===== src/rtl/and_array_bist_pkg.sv =====
// Shared types for the AND-array primitive and its self-test sequencer.
package and_array_bist_pkg;

  typedef enum logic [1:0] {
    BIST_IDLE  = 2'd0,
    BIST_RUN   = 2'd1,
    BIST_DRAIN = 2'd2,
    BIST_DONE  = 2'd3
  } bist_state_e;

endpackage


===== src/rtl/and_n_gate.sv =====
// Single INPUTS-wide AND gate, the leaf cell of the 74LSXX-style AND array.
module and_n_gate #(
  parameter int INPUTS = 4,
  parameter int DELAY  = 0
) (
  input  logic [INPUTS-1:0] a_i,
  output logic              y_o
);

  assign y_o = &a_i;

  // DELAY is only meaningful to timing-annotated simulation; here it is range-checked.
  if (DELAY < 0) begin : g_bad_delay
    $error("and_n_gate: DELAY must be non-negative");
  end

endmodule


===== src/rtl/and_array_bist.sv =====
// CHANNELS independent registered AND gates with an exhaustive-pattern self-test.
module and_array_bist
  import and_array_bist_pkg::*;
#(
  parameter int CHANNELS = 2,
  parameter int INPUTS   = 4,
  parameter int DELAY    = 0
) (
  input  logic                       clk,
  input  logic                       reset_n,
  input  logic [CHANNELS*INPUTS-1:0] A,
  output logic [CHANNELS-1:0]        Y,
  input  logic                       bist_start,
  input  logic [CHANNELS-1:0]        fault_inj,
  output logic                       bist_busy,
  output logic                       bist_done,
  output logic                       bist_pass,
  output logic [CHANNELS-1:0]        bist_fail_ch,
  output logic [INPUTS-1:0]          bist_err_pattern
);

  localparam logic [INPUTS:0] LastPat = (INPUTS+1)'((1 << INPUTS) - 1);

  bist_state_e           state_q, state_d;
  logic [INPUTS:0]       cnt_q, cnt_d;
  logic [INPUTS-1:0]     pat_dly_q, pat_dly_d;
  logic [CHANNELS-1:0]   res_q, res_d;
  logic                  cmp_q, cmp_d;
  logic [CHANNELS-1:0]   y_q, y_d;
  logic                  pass_q, pass_d;
  logic [CHANNELS-1:0]   fail_q, fail_d;
  logic [INPUTS-1:0]     err_q, err_d;

  logic [CHANNELS*INPUTS-1:0] gate_in;
  logic [CHANNELS-1:0]        gate_y;
  logic [CHANNELS-1:0]        gate_out;
  logic [CHANNELS-1:0]        mism;

  for (genvar c = 0; c < CHANNELS; c++) begin : g_ch
    assign gate_in[c*INPUTS +: INPUTS] = (state_q == BIST_RUN) ? cnt_q[INPUTS-1:0]
                                                               : A[c*INPUTS +: INPUTS];
    and_n_gate #(
      .INPUTS (INPUTS),
      .DELAY  (DELAY)
    ) u_gate (
      .a_i (gate_in[c*INPUTS +: INPUTS]),
      .y_o (gate_y[c])
    );
  end

  assign gate_out = gate_y ^ fault_inj;
  // Result captured one cycle earlier is checked against "pattern was all-ones".
  assign mism     = cmp_q ? (res_q ^ {CHANNELS{&pat_dly_q}}) : '0;

  always_comb begin
    state_d   = state_q;
    cnt_d     = cnt_q;
    pat_dly_d = pat_dly_q;
    res_d     = res_q;
    cmp_d     = 1'b0;
    y_d       = y_q;
    pass_d    = pass_q;
    fail_d    = fail_q | mism;
    err_d     = ((|mism) && !(|fail_q)) ? pat_dly_q : err_q;
    case (state_q)
      BIST_IDLE: begin
        if (bist_start) begin
          state_d = BIST_RUN;
          cnt_d   = '0;
          fail_d  = '0;
          err_d   = '0;
          pass_d  = 1'b0;
        end else begin
          y_d = gate_out;
        end
      end
      BIST_RUN: begin
        res_d     = gate_out;
        pat_dly_d = cnt_q[INPUTS-1:0];
        cmp_d     = 1'b1;
        cnt_d     = cnt_q + 1'b1;
        if (cnt_q == LastPat) state_d = BIST_DRAIN;
      end
      BIST_DRAIN: begin
        state_d = BIST_DONE;
        pass_d  = ~|fail_d;
      end
      BIST_DONE: begin
        state_d = BIST_IDLE;
      end
    endcase
  end

  always_ff @(posedge clk or negedge reset_n) begin
    if (!reset_n) begin
      state_q   <= BIST_IDLE;
      cnt_q     <= '0;
      pat_dly_q <= '0;
      res_q     <= '0;
      cmp_q     <= 1'b0;
      y_q       <= '0;
      pass_q    <= 1'b0;
      fail_q    <= '0;
      err_q     <= '0;
    end else begin
      state_q   <= state_d;
      cnt_q     <= cnt_d;
      pat_dly_q <= pat_dly_d;
      res_q     <= res_d;
      cmp_q     <= cmp_d;
      y_q       <= y_d;
      pass_q    <= pass_d;
      fail_q    <= fail_d;
      err_q     <= err_d;
    end
  end

  assign Y                = y_q;
  assign bist_busy        = (state_q == BIST_RUN) || (state_q == BIST_DRAIN);
  assign bist_done        = (state_q == BIST_DONE);
  assign bist_pass        = pass_q;
  assign bist_fail_ch     = fail_q;
  assign bist_err_pattern = err_q;

endmodule

===== config.mk =====
export PLATFORM = sky130hd
export DESIGN_NAME = and_array_bist
export DESIGN_NICKNAME = d
export VERILOG_FILES = /design/src/rtl/and_array_bist_pkg.sv /design/src/rtl/and_n_gate.sv /design/src/rtl/and_array_bist.sv
export SDC_FILE = /design/constraint.sdc
export NUM_CORES = 1
export LEC_CHECK = 0
export ABC_AREA = 0
export ABC_CLOCK_PERIOD_IN_PS = 4350
export BUFFER_PORTS_ARGS = -buffer_cell sky130_fd_sc_hd__buf_2
export CAP_MARGIN = 20
export CORE_MARGIN = 4
export CORE_UTILIZATION = 57
export CTS_BUF_LIST = sky130_fd_sc_hd__clkbuf_8 sky130_fd_sc_hd__clkbuf_16
export CTS_CLUSTER_SIZE = 20
export DETAILED_ROUTE_END_ITERATION = 7
export PLACE_DENSITY = 0.86
export SYNTH_ARGS = -nofsm -noshare
export SYNTH_HDL_FRONTEND = slang
export SYNTH_SLANG_ARGS = --single-unit

===== constraint.sdc =====
create_clock -name clk -period 4.35 [get_ports clk]
set_input_delay 0.435 -clock clk [delete_from_list [all_inputs] [get_ports clk]]
set_output_delay 0.435 -clock clk [all_outputs]
set_load 0.02 [all_outputs]

# Word level (Yosys, flattened, before mapping)
# Cells that the tools add are included.
# W data, S select, Z words.
dict set report word_totals {
  reg_bits 23
  in_bits 13
  out_inout_bits 11
  word_cells 53
}
dict set report op_classes {
  add_sub_neg 1
  n_reduce_logical 17
  muxes 16
  bitwise 4
  eq_ne 6
}
# op n
set op_table {}
lappend op_table {{$mux W4} 5}
lappend op_table {{$reduce_and A4 Y1} 3}
lappend op_table {{$mux W2} 5}
lappend op_table {{$pmux W5 S2} 1}
lappend op_table {{$pmux W2 S4} 1}
lappend op_table {{$reduce_and A2 Y1} 4}
lappend op_table {{$reduce_or A2 Y1} 3}
lappend op_table {{$add A5 B1 Y5 const B} 1}
lappend op_table {{$eq A5 B4 Y1 const B} 1}
lappend op_table {{$mux W5} 1}
lappend op_table {{$eq A2 B2 Y1 const B} 2}
lappend op_table {{$reduce_bool A2 Y1} 2}
lappend op_table {{$xor A2 B2 Y2} 2}
lappend op_table {{$eq A2 B1 Y1 const B} 1}
lappend op_table {{$logic_not A1 Y1} 2}
lappend op_table {{$logic_not A2 Y1} 1}
lappend op_table {{$mux W1} 2}
lappend op_table {{$ne A2 B1 Y1 const B} 1}
lappend op_table {{$ne A2 B2 Y1 const B} 1}
lappend op_table {{$or A2 B2 Y2} 1}
lappend op_table {{$pmux W1 S2} 1}
lappend op_table {{$logic_and A1 B1 Y1} 1}
lappend op_table {{$logic_or A1 B1 Y1} 1}
lappend op_table {{$not A1 Y1} 1}

# Longest topological paths before layout
dict set report depth {
  ltp_word 8
  mapped_depth 7
  ltp_nobuf 7
}

# Cells and area by module
# Synthesis repeated with hierarchy kept, for this count alone.
dict set report hier_totals {
  hier_cells 139
  hier_area_um2 1276.2
}
# mod cells_each instances area_each_um2
set modules_own_cells {}
lappend modules_own_cells {and_array_bist 137 1 1258.7}
lappend modules_own_cells {and_n_gate 1 2 8.8}

# Worst setup path before layout
# OpenSTA, ideal clock, no wires.
dict set report synth_path {
  path_kind {reg2reg}
  start {register state_q[1]}
  end {register cnt_q[2]}
  path_stages_with_launch 7
  slack_ns 2.830
  setup_ns 0.126
  arrival_ns 1.394
  cell_sequence {dfrtp_1 inv_1 ha_1 buf_2 mux2i_1 nor2_1 a221o_1}
}
dict set report synth_between {
  elab_chain_cells 3
  elab_cells_between_ends 6
  classes_between {eq/ne: 2; mux: 1; reduce/logical: 3}
}
# element line
set synth_rtl {}
lappend synth_rtl {{start: declaration} and_array_bist.sv:24} ;# bist_state_e state_q, state_d;
lappend synth_rtl {{start signal: assignment} and_array_bist.sv:106} ;# state_q <= state_d;
lappend synth_rtl {{$eq A2 B1 Y1 / $logic_not A2 Y1 (equally long branches)} and_array_bist.sv:65} ;# case (state_q)
lappend synth_rtl {{$reduce_bool A2 Y1 (no line) / $ne A2 B2 Y1 (equally long branches)} -}
lappend synth_rtl {{$reduce_and A2 Y1 (no line)} -}
lappend synth_rtl {{end signal: assignment} and_array_bist.sv:107} ;# cnt_q <= cnt_d;
lappend synth_rtl {{end: declaration} and_array_bist.sv:25} ;# logic [INPUTS:0] cnt_q, cnt_d;
# Parallel ways exist; a longest one is shown, timed or not.
# A chain may end at the register's enable or synchronous reset.

# Worst setup path after layout
dict set report layout_path {
  start {register state_q[1]}
  end {register res_q[1]}
}
dict set report layout_between {
  elab_chain_cells 4
}
# element line
set layout_rtl {}
lappend layout_rtl {{$eq A2 B1 Y1 *} {and_array_bist.sv:40, and_array_bist.sv:65}}
lappend layout_rtl {{$mux W4} and_array_bist.sv:40} ;# assign gate_in[c*INPUTS +: INPUTS] = (state_q == BIST_RUN) ? cnt_q[INPUTS-1:0]
lappend layout_rtl {{$reduce_and A4 Y1} and_n_gate.sv:10} ;# assign y_o = &a_i;
lappend layout_rtl {{$xor A2 B2 Y2} and_array_bist.sv:51} ;# assign gate_out = gate_y ^ fault_inj;
lappend layout_rtl {{end signal: assignment} and_array_bist.sv:109} ;# res_q <= res_d;
lappend layout_rtl {{end: declaration} and_array_bist.sv:27} ;# logic [CHANNELS-1:0] res_q, res_d;
# Mark *: on every way between the ends. The rest lies on a longest branch, timed or not.

==> flow_summary.json <==
{
  "hold_path_class": "input port to asynchronous set/reset pin",
  "slew_violations": 0,
  "wl_per_cell_um": 14.4,
  "clk_pin_slew_ps": 80,
  "rr_worst_depth": 6,
  "worst_setup_path_start_kind": "flip-flop",
  "pin_count": 24,
  "crit_path_top_delay_cell": "ha_1",
  "slew_headroom_pct": 40.0,
  "ctsHoldBuffers": 0,
  "viasPerCell": 5.62,
  "fillers": 166,
  "antenna_found_initial": 0,
  "coreArea_um2": 2000,
  "synth-seq-cells": 23,
  "grt_setup_unrepaired": "false",
  "r2r_setup_slack_ps": 2220,
  "synthMuxAreaShare_pct": 8.50,
  "hold_slack_ps": 132,
  "syn2layout_area_growth_pct": 14.1,
  "synthAdderAreaFrac_pct": 6.14,
  "post_cts_buffers": 0,
  "path_cells": "inv_1 -> ha_1 -> nand3_1 -> a22oi_1 -> xnor2_1 -> a21oi_1",
  "placed_area_um2": 1350,
  "clockPowerShare_pct": 12.9,
  "drive_gt1_share_pct": 22.5,
  "status": "finished clean",
  "avgSynthCellArea_um2": 10.3,
  "reg2reg_from": "state_q[1]$_DFFE_PN0P_",
  "seq_power_share_pct": 39.7,
  "p_leak_nw": 0.660,
  "tightest_slew_ps": 899,
  "clock_path_buffers": 2,
  "die-width_um": 54.3,
  "synth_top_family_by_area": "simple AND/OR/NAND/NOR gates",
  "cts_sinks": 23,
  "antenna_cells": 0,
  "drt_iter0_markers": 16,
  "cts_resized": 0,
  "fmax_mhz": 468,
  "timing.critical_path.fanout_max": 27,
  "clock_skew_ps": 2.71,
  "final.min_clock_period_ps": 2130,
  "num_rows": 16,
  "die_y_um": 54.3,
  "portBuffers": 23,
  "start_util_pct": 61.1,
  "internal_power_mw": 0.556,
  "drc": 0,
  "yosysWarnings": 0,
  "yosysSeqAreaShare_pct": 47.1,
  "worstReg2RegEnd": "res_q[1]$_DFFE_PN0P_",
  "clkLatencyLatePin_ps": 260,
  "postSynthNetCount": 138,
  "tns_ps": 0,
  "numCtsBuffers": 3,
  "combPwrFrac_pct": 47.4,
  "crit_family": "adder cells",
  "drt-pass1-iter-count": 4,
  "grt_usage_pct": 19.1,
  "yosys.area_share.simple_pct": 17.0,
  "switching_power_mw": 0.428,
  "crit_buf_inv": 1,
  "ant_nets": 0,
  "yosysUniqueCellTypes": 30,
  "gp_congestion": 0.759,
  "endpoint_kind": "flip-flop",
  "postSynthCellCount": 119,
  "setup_viol": 0,
  "critPathKind": "flip-flop to flip-flop",
  "cts_tree": "built",
  "critPathRequiredTime_ps": 4460,
  "route.vias.total": 950,
  "post-route-period-util_pct": 49.1,
  "nNetsFinal": 162,
  "grt_max_degree": 28,
  "hpwl_um": 1810,
  "power_density_nw_per_um2": 705,
  "fin_area_um2": 1400,
  "peakVddDrop_mv": 0.439,
  "hold_viol": 0,
  "grt_pass1_vias": 921,
  "swShare_pct": 43.5,
  "h-tree-depth": 1,
  "root_buffer": "clkbuf_8",
  "grt_first_pass_wirelength_um": 4000,
  "syn_area_um2": 1220,
  "dieArea_um2": 2950,
  "cp.arrival_ps": 2240,
  "synth-xor-area-share_pct": 3.58,
  "max_stage_delay_ps": 760,
  "max-cap-violations": 0,
  "synth-compound-area-share_pct": 14.1,
  "wirelength_um": 2430,
  "grt_remaining_overflow": 0
}
area by class of cell:
cell class	instances	area, um2	share of cell area, %
multi-input cells	86	603	43.2
flip-flops and latches	23	576	41.3
repair buffers	23	115	8.25
clock buffers	3	41.3	2.96
well taps	27	33.8	2.42
inverters	6	22.5	1.61
clock inverters	1	3.75	0.269
synthesized netlist by cell type:
cell	instances	area (um2)
xnor2_1	5	43.8
nand3b_1	5	37.5
nand3_1	2	10.0
o221ai_2	1	15.0
a211oi_1	1	7.51
nor3_4	1	16.3
o32a_1	1	10.0
nor2_1	7	26.3
buf_1	1	3.75
a22oi_1	2	15.0
nand2b_1	1	6.26
inv_1	6	22.5
ha_1	6	75.1
and2b_1	1	7.51
nand4_1	2	12.5
a21oi_1	6	30.0
nor2b_1	2	12.5
buf_4	1	7.51
and3_1	2	12.5
buf_2	2	10.0
a32o_1	2	20.0
nand2_1	15	56.3
a41o_2	1	11.3
mux2i_1	7	70.1
a221o_1	1	10.0
a32oi_1	1	8.76
mux2_2	3	33.8
nor3_1	2	10.0
dfrtp_1	23	576
o21ai_0	9	45.0
flip-flops by register name, summed over array words and instances, names as in the netlist:
name / count
pat_dly_q: 4
Y: 2
cmp_q: 1
bist_err_pattern: 4
bist_fail_ch: 2
state_q: 2
bist_pass: 1
res_q: 2
cnt_q: 5
worst max-delay path by stage:
stage                           start                    to  slack [ps]  depth (start not counted)
2_1_floorplan  state_q[1]$_DFFE_PN0P_  cnt_q[2]$_DFFE_PN0P_        2830                          6
3_3_place_gp   state_q[1]$_DFFE_PN0P_  res_q[0]$_DFFE_PN0P_        2370                          6
3_5_place_dp   state_q[1]$_DFFE_PN0P_  res_q[1]$_DFFE_PN0P_        2250                          6
4_1_cts        state_q[1]$_DFFE_PN0P_  res_q[1]$_DFFE_PN0P_        2220                          6
5_1_grt        state_q[1]$_DFFE_PN0P_      Y[0]$_DFFE_PN0P_        2010                          6
6_report       state_q[1]$_DFFE_PN0P_  res_q[1]$_DFFE_PN0P_        2220                          6
metrics by stage:
stage,worst slack [ps],cells,power (mW),utilization (%)
detailed placement,2250,165,0.861,67.4
CTS,2220,169,0.992,69.7
global route,2010,169,1.06,69.7
finish,2220,169,0.983,69.7
global placement,2370,165,0.831,67.4
floorplan,2830,119,0.738,-
layer usage:
metal / vias to the layer above / global-route usage (%) / part of all wire [%]
li1: 467 / - / -
met1: 456 / 23.0 / 42
met2: 24 / 32.9 / 52
met3: 3 / 3.27 / 4.8
met4: 0 / 8.71 / 1.1
met5: - / 0 / 0
cell usage in the layout, fill, tap and decap left out:
cell	netlist	routed
and2b_1	1	1
dfrtp_1	23	23
a32o_1	2	2
ha_1	6	6
clkbuf_8	0	3
xnor2_1	5	5
a211oi_1	1	1
nand4_1	2	2
nor3_1	2	2
a221o_1	1	1
mux2_2	3	3
nor2b_1	2	2
nand3_1	2	2
buf_2	2	23
inv_1	6	7
nand2_1	15	15
nor3_4	1	1
a41o_2	1	1
o32a_1	1	1
nand2b_1	1	1
and3_1	2	2
nor2_1	7	7
a32oi_1	1	1
o21ai_0	9	9
a22oi_1	2	2
o221ai_2	1	1
mux2i_1	7	7
a21oi_1	6	6
nand3b_1	5	5
power by group through the flow:
stage               clock network [mW]  registers (mW)  logic (mW)
floorplan                            0           0.412       0.325
global placement                     0           0.387       0.444
detailed placement                   0           0.395       0.466
CTS                              0.130           0.391       0.471
global route                     0.137           0.403       0.522
finish                           0.127           0.390       0.466
cells by family (layout without fill, tap and decap cells):
group / Yosys count / count (layout)
buffers and inverters: 10 / 33
AND/OR/NAND/NOR: 40 / 40
multiplexers: 10 / 10
AO/OA/AOI/OAI: 25 / 25
flip-flops: 23 / 23
adder cells (fa/ha/maj): 6 / 6
XOR/XNOR: 5 / 5
Note: power is estimated with default switching activity, not from simulation.
